<file path="src/rtl/wallace_pkg.sv">
// Shared constants and elaboration-time helpers for the Wallace-tree multiplier.
// Optional feature macro: WALLACE_SIGNED_EN (adds Baugh-Wooley signed mode).
package wallace_pkg;

  localparam int W_DEF        = 24;
  localparam int LOW_BITS_DEF = 8;
  localparam int TAG_W_DEF    = 4;

  // Height of the partial-product bit matrix after 'layers' rounds of 3:2 counters.
  function automatic int csa_height(input int h0, input int layers);
    int h;
    h = h0;
    for (int k = 0; k < layers; k++) h = 2 * (h / 3) + h % 3;
    return h;
  endfunction

  // Number of 3:2 layers needed to bring a matrix of height h0 down to two rows.
  function automatic int csa_layers(input int h0);
    int h;
    int n;
    h = h0;
    n = 0;
    while (h > 2) begin
      h = 2 * (h / 3) + h % 3;
      n++;
    end
    return n;
  endfunction

  // Baugh-Wooley constant: ones at columns w and 2w-1 of the 2w-bit product.
  function automatic logic [63:0] bw_correction(input int w);
    logic [63:0] c;
    c = '0;
    c[w]       = 1'b1;
    c[2*w - 1] = 1'b1;
    return c;
  endfunction

endpackage

</file>
<file path="src/rtl/wallace_csa_tree.sv">
// Combinational Wallace reduction: partial products -> carry-save high part plus
// resolved low product bits. Optional macro: WALLACE_SIGNED_EN (Baugh-Wooley terms).
module wallace_csa_tree
  import wallace_pkg::*;
#(
  parameter int W        = W_DEF,
  parameter int LOW_BITS = LOW_BITS_DEF
) (
  input  logic [W-1:0]            a,
  input  logic [W-1:0]            b,
`ifdef WALLACE_SIGNED_EN
  input  logic                    sgn,
`endif
  output logic [2*W-LOW_BITS-1:0] x,
  output logic [2*W-LOW_BITS-1:0] y,
  output logic [LOW_BITS-1:0]     z_low
);

  localparam int PW = 2 * W;
  localparam int HW = PW - LOW_BITS;
`ifdef WALLACE_SIGNED_EN
  localparam int H0 = W + 1;  // extra row carries the sign-correction constant
  localparam logic [63:0] BW_C = bw_correction(W);
`else
  localparam int H0 = W;
`endif
  localparam int NL = csa_layers(H0);

  // rows[level][row]: matrix rows entering each reduction layer
  logic [PW-1:0] rows [NL+1][H0];

  // Partial-product rows, each shifted into its column position
  for (genvar gi = 0; gi < W; gi++) begin : g_pp
    logic [W-1:0] pp;
`ifdef WALLACE_SIGNED_EN
    logic [W-1:0] flip;
    // Invert the terms where exactly one operand bit is a sign bit
    assign flip = (gi == W - 1) ? {1'b0, {(W-1){sgn}}} : {sgn, {(W-1){1'b0}}};
    assign pp   = (a & {W{b[gi]}}) ^ flip;
`else
    assign pp = a & {W{b[gi]}};
`endif
    assign rows[0][gi] = {{W{1'b0}}, pp} << gi;
  end
`ifdef WALLACE_SIGNED_EN
  assign rows[0][W] = sgn ? BW_C[PW-1:0] : '0;
`endif

  // 3:2 counter layers: every full group of three rows becomes a sum and a carry row
  for (genvar li = 0; li < NL; li++) begin : g_layer
    localparam int H = csa_height(H0, li);
    localparam int G = H / 3;
    localparam int R = H % 3;
    for (genvar gi = 0; gi < G; gi++) begin : g_csa
      logic [PW-1:0] r0, r1, r2;
      assign r0 = rows[li][3*gi];
      assign r1 = rows[li][3*gi+1];
      assign r2 = rows[li][3*gi+2];
      assign rows[li+1][2*gi]   = r0 ^ r1 ^ r2;
      assign rows[li+1][2*gi+1] = ((r0 & r1) | (r0 & r2) | (r1 & r2)) << 1;
    end
    for (genvar gi = 0; gi < R; gi++) begin : g_pass
      assign rows[li+1][2*G+gi] = rows[li][3*G+gi];
    end
    for (genvar gi = 2*G+R; gi < H0; gi++) begin : g_empty
      assign rows[li+1][gi] = '0;
    end
  end

  logic [PW-1:0]     fin0, fin1;
  logic [LOW_BITS:0] low_sum;
  logic [HW-1:0]     hp, hq, hc;

  assign fin0 = rows[NL][0];
  assign fin1 = rows[NL][1];

  // Resolve the low columns here; their carry is folded into the high carry-save pair
  assign low_sum = {1'b0, fin0[LOW_BITS-1:0]} + {1'b0, fin1[LOW_BITS-1:0]};
  assign z_low   = low_sum[LOW_BITS-1:0];
  assign hp      = fin0[PW-1:LOW_BITS];
  assign hq      = fin1[PW-1:LOW_BITS];
  assign hc      = {{(HW-1){1'b0}}, low_sum[LOW_BITS]};
  assign x       = hp ^ hq ^ hc;
  assign y       = ((hp & hq) | (hp & hc) | (hq & hc)) << 1;

endmodule

</file>
<file path="src/rtl/wallace_pipe_mul.sv">
// Two-stage pipelined Wallace multiplier with valid/ready handshakes and a tag.
// Stage 1 registers the tree's carry-save output, stage 2 the final product.
// Optional macro: WALLACE_SIGNED_EN (adds the sgn port for two's-complement mode).
module wallace_pipe_mul
  import wallace_pkg::*;
#(
  parameter int W        = W_DEF,
  parameter int LOW_BITS = LOW_BITS_DEF,
  parameter int TAG_W    = TAG_W_DEF
) (
  input  logic             clk,
  input  logic             clrn,
  input  logic [W-1:0]     a,
  input  logic [W-1:0]     b,
`ifdef WALLACE_SIGNED_EN
  input  logic             sgn,
`endif
  input  logic [TAG_W-1:0] tag_in,
  input  logic             in_valid,
  output logic             in_ready,
  output logic [2*W-1:0]   z,
  output logic [TAG_W-1:0] tag_out,
  output logic             out_valid,
  input  logic             out_ready
);

  localparam int HW = 2 * W - LOW_BITS;

  logic [HW-1:0]       tree_x, tree_y;
  logic [LOW_BITS-1:0] tree_z_low;

  wallace_csa_tree #(.W(W), .LOW_BITS(LOW_BITS)) u_tree (
    .a     (a),
    .b     (b),
`ifdef WALLACE_SIGNED_EN
    .sgn   (sgn),
`endif
    .x     (tree_x),
    .y     (tree_y),
    .z_low (tree_z_low)
  );

  logic                s1_valid_reg, s2_valid_reg;
  logic [HW-1:0]       s1_x_reg, s1_y_reg;
  logic [LOW_BITS-1:0] s1_z_low_reg;
  logic [TAG_W-1:0]    s1_tag_reg, tag_out_reg;
  logic [2*W-1:0]      z_reg;
  logic                s1_en, s2_en;
  logic [HW-1:0]       hi_sum;

  // A stage may load when it is empty or its contents move on this cycle
  assign s2_en    = !s2_valid_reg | out_ready;
  assign s1_en    = !s1_valid_reg | s2_en;
  assign in_ready = s1_en;

  // Final carry-propagate add on the high part; carry beyond 2W-1 is dropped
  assign hi_sum = s1_x_reg + s1_y_reg;

  // Stage 1: capture tree output and tag on accept, hold while stalled
  always_ff @(posedge clk or negedge clrn) begin
    if (!clrn) begin
      s1_valid_reg <= 1'b0;
      s1_x_reg     <= '0;
      s1_y_reg     <= '0;
      s1_z_low_reg <= '0;
      s1_tag_reg   <= '0;
    end else if (s1_en) begin
      s1_valid_reg <= in_valid;
      if (in_valid) begin
        s1_x_reg     <= tree_x;
        s1_y_reg     <= tree_y;
        s1_z_low_reg <= tree_z_low;
        s1_tag_reg   <= tag_in;
      end
    end
  end

  // Stage 2: capture the resolved product when stage 1 advances, hold while stalled
  always_ff @(posedge clk or negedge clrn) begin
    if (!clrn) begin
      s2_valid_reg <= 1'b0;
      z_reg        <= '0;
      tag_out_reg  <= '0;
    end else if (s2_en) begin
      s2_valid_reg <= s1_valid_reg;
      if (s1_valid_reg) begin
        z_reg       <= {hi_sum, s1_z_low_reg};
        tag_out_reg <= s1_tag_reg;
      end
    end
  end

  assign z         = z_reg;
  assign tag_out   = tag_out_reg;
  assign out_valid = s2_valid_reg;

endmodule

</file>
<file path="config.mk">
export PLATFORM = sky130hd
export DESIGN_NAME = wallace_pipe_mul
export DESIGN_NICKNAME = d
export VERILOG_FILES = /design/src/rtl/wallace_pkg.sv /design/src/rtl/wallace_csa_tree.sv /design/src/rtl/wallace_pipe_mul.sv
export SDC_FILE = /design/constraint.sdc
export NUM_CORES = 2
export LEC_CHECK = 0
export BUFFER_PORTS_ARGS = -buffer_cell sky130_fd_sc_hd__buf_2
export CORE_AREA = 2 2 195 197
export CTS_CLUSTER_SIZE = 10
export DETAILED_ROUTE_END_ITERATION = 7
export DIE_AREA = 0 0 197 199
export PLACE_DENSITY = 0.93
export SETUP_SLACK_MARGIN = 0.3
export SKIP_LAST_GASP = 1
export SLEW_MARGIN = 20
export SYNTH_ARGS = -nofsm -noshare
export SYNTH_HDL_FRONTEND = slang
export SYNTH_SLANG_ARGS = --single-unit
</file>
<file path="constraint.sdc">
create_clock -name clk -period 6.2 [get_ports clk]
set_input_delay 1.55 -clock clk [delete_from_list [all_inputs] [get_ports clk]]
set_output_delay 1.55 -clock clk [all_outputs]
set_load 0.005 [all_outputs]
</file>
==> results summary <==
At the pin with the least slew margin, the transition time is 0.8962 ns. VDD sags by at most 0.0006023 V. The post-layout worst setup margin came out at 0.2530 ns. The flow ran to the end, and the final reports show no timing, DRC or antenna violations. Yosys attributes the largest share of cell area to fa_1 41%, dfrtp_1 15%, ha_1 9.3%, and2_1 9.0%, inv_1 6.7%.

Clock-pin slew was measured on the worst setup and hold paths at 0.07 ns. The fraction of synthesis flops using an asynchronous set or reset pin is 100.0%. The share of the synthesized area in the top cell type came out at 41.05%. Summing all non-filler instances in the final layout gives an area of 0.02658 mm^2. Setup total negative slack on the finished layout was measured at 0 ns. Derived from the worst setup path, the maximum achievable clock frequency is 168.2 MHz. The start-to-end type of the worst setup path is primary input to flip-flop. The reported leakage power came out at 13.23 nW. The total count of max-transition violations in the final report came out at 0.

The number of flip-flops in the largest register is 48. The peak-usage layer in the global routing report is met2. The post-placement setup slack is -0.2595 ns. Of the available clock period, the critical path in the final layout requires 95.92%. Setup violations remaining at the end of the flow were counted as 0. The layout overhead on the synthesized area is 11.23%. The number of DRC violations after detailed routing came out at 0. For this run, the leading register cell type out of synthesis is dfrtp_1. The flip-flop and latch count after synthesis came out at 145. The global-route total usage across every layer is 31.55%. The area of all sequential standard cells is 0.003628 mm^2. The via count is 17560. The average instance in the mapped netlist occupies 9.878 um^2. The tool flagged a number of max-cap violations equal to 0. The worst hold slack across all endpoints is 0.4688 ns. The first global-routing pass estimated 96240 um of wire. The die covers 0.03920 mm^2. The critical path starts at a[17].

The clock sink total is 145. The fraction of final layout cells with drive strength greater than 1 is 16.78%. The detailed-routing iteration count for the pre-antenna-repair pass is 7. After synthesis, the netlist uses 54 different library cells. Setup repair after global routing could not meet its margin everywhere. The area of the core came out at 0.03713 mm^2. The H-tree depth came out at 4. The most area-hungry cell type in the Yosys netlist is fa_1. The mean number of vias per cell came out at 5.806. Entering global routing, the biggest net connects 60 pins. The placed cell area is 0.02559 mm^2. The die height is 199 um. The CTS tree is built. The origin of the worst min-delay path is s1_z_low_reg[5]. The met3 track demand over resource is 4.493%. Headroom to the max-slew limit came out at 40.25%. The number of buffers inserted for hold repair after clock tree synthesis is 0. The worst setup path is launched from a primary input. The wire-length estimate of the detail-placed layout is 48160 um. The number of enable-type register cells in the synthesized netlist came out at 0.

The synthesized net count is 3142. The cell area after technology mapping is 0.02389 mm^2. The initial utilization of the core area, before any placement, comes to 64.35%. The routed design has 58960 um of wire. The cell at the root of the clock tree is clkbuf_16. The required time of the critical path came out at 6.52 ns. After global routing the overflow that remains totals 0.

The setup skew after layout came out at 0.009789 ns. The path class of the tightest hold or removal check is flip-flop to flip-flop. The total power per unit cell area is 537.1 mW/mm^2. The count of inserted antenna diode cells came out at 0.

The multi-input combinational cells in the finished layout cover a total of 0.01839 mm^2. The count of fill cells added during filler insertion came out at 2418. The number of design-rule violations left by the first detailed-router iteration came out at 1301. The number of antenna violations at the first check in global routing came out at 0. The maximum buffer depth of the clock tree is 2. The library cell used most frequently in the layout, excluding fill and tap cells, is fa_1. In the layout the commonest cells are 464 x fa_1, 421 x inv_1, 338 x nand2_1. After floorplanning, the core was divided into 71 placement rows. The remaining number of nets flagged by the antenna check after routing came out at 0. The routing usage on met2 came out at 56.81%.

The congestion estimate from routability-driven global placement came to 0.9335. The arrival time reported for the critical path endpoint came out at 6.27 ns. The via count of the first global-routing pass is 19540. The part of the Yosys area used for sequential elements came out at 15.19%. The worst register-to-register path begins at s1_x_reg[1]. The count of mapped cells out of synthesis came out at 2419. The number of buffers inserted by port buffering came out at 109.

The clock period minus worst slack came out at 5.947 ns. For this run, the share of the core covered by cells in the final layout is 71.57%. The Yosys warning count came out at 0. The final hold violation count came out at 0. The routed wire length per instance is 19.49 um. The clock network latency to the later pin of the worst-skew pair came out at 0.44 ns.

The floorplan step set the die width to 197 um. The largest fanout on the critical path came out at 11. The number of I/O pins came out at 110. Global routing used 37.08% of the available met1 tracks.

The number of buffers created by CTS came out at 17. The number of nets in the finished design came out at 3261. The worst setup path is captured at a flip-flop.
what timing repair did:
item	in CTS	in global routing
gates resized for setup	29	90
setup buffers	0	4
hold endpoints to repair	0	0
endpoints found under the setup margin	18	24
pin swaps	2	26
gates cloned	0	1
layout make-up:
| type | count | area share (%) |
|---|---|---|
| inverter | 427 | 6.031 |
| clock inverter | 15 | 0.6920 |
| tap | 474 | 2.231 |
| timing repair buffer | 228 | 6.600 |
| multi-input combinational | 1719 | 69.19 |
| clock buffer | 17 | 1.601 |
| sequential | 145 | 13.65 |
final timing paths:
check	end	slack, ns	depth (start not counted)
min	z[5]	0.47	2
min reg2reg	z[5]	0.47	2
max in group asynchronous	s1_x_reg[20]	4.12	2
max reg2reg	z[35]	3.22	11
min in group asynchronous	s1_y_reg[36]	1.00	1
max	s1_x_reg[15]	0.25	14
cells in the mapped netlist (all sizes together) (6+ instances only):
cell type	instances
a21o	16
a21oi	49
and2	345
clkbuf	127
dfrtp	145
fa	490
ha	177
inv	427
mux2	90
nand2	348
nand2b	8
nand3	9
nand4	8
nor2	22
nor3	6
o21ai	63
o21bai	6
xnor2	18
xor2	16
routing by layer:
metal,routed length (um),vias up
met1,20790,8989
met5,0,-
met3,3600,249
met2,31590,801
li1,-,7524
met4,2983,0
critical path: stages:
cell    delay (ns)
buf_8         0.13
buf_4         0.13
and2_4        0.13
fa_1          0.47
inv_1         0.06
fa_1          0.51
fa_1          0.54
fa_1          0.56
fa_1          0.54
fa_1          0.54
fa_1          0.58
inv_2         0.05
ha_4          0.20
mux2_4        0.26
cell families (layout without fill, tap and decap cells):
family | count (synthesis) | count (layout) | synth area share, %
xor gates and xnor gates | 34 | 34 | 1.246
AOI/OAI and AO/OA | 161 | 161 | 4.048
DFF | 145 | 145 | 15.19
and+or+nand+nor | 766 | 766 | 16.20
buffers and inverters | 555 | 687 | 8.719
adders and majority gates | 667 | 667 | 50.32
muxes | 91 | 91 | 4.283
through the flow:
stage	total power, mW	std cells
4_1_cts	14.07	3020
3_3_place_gp	11.80	2988
2_1_floorplan	9.124	2419
3_5_place_dp	12.73	2988
6_report	14.28	3025
5_1_grt	15.83	3025
power by group:
group / total (mW) / switching [mW] / internal [mW]
sequential: 1.62 / 0.216 / 1.40
clock: 1.07 / 0.483 / 0.582
combinational: 11.6 / 6.16 / 5.43
total: 14.3 / 6.86 / 7.42
Note: power is estimated with default switching activity, not from simulation.
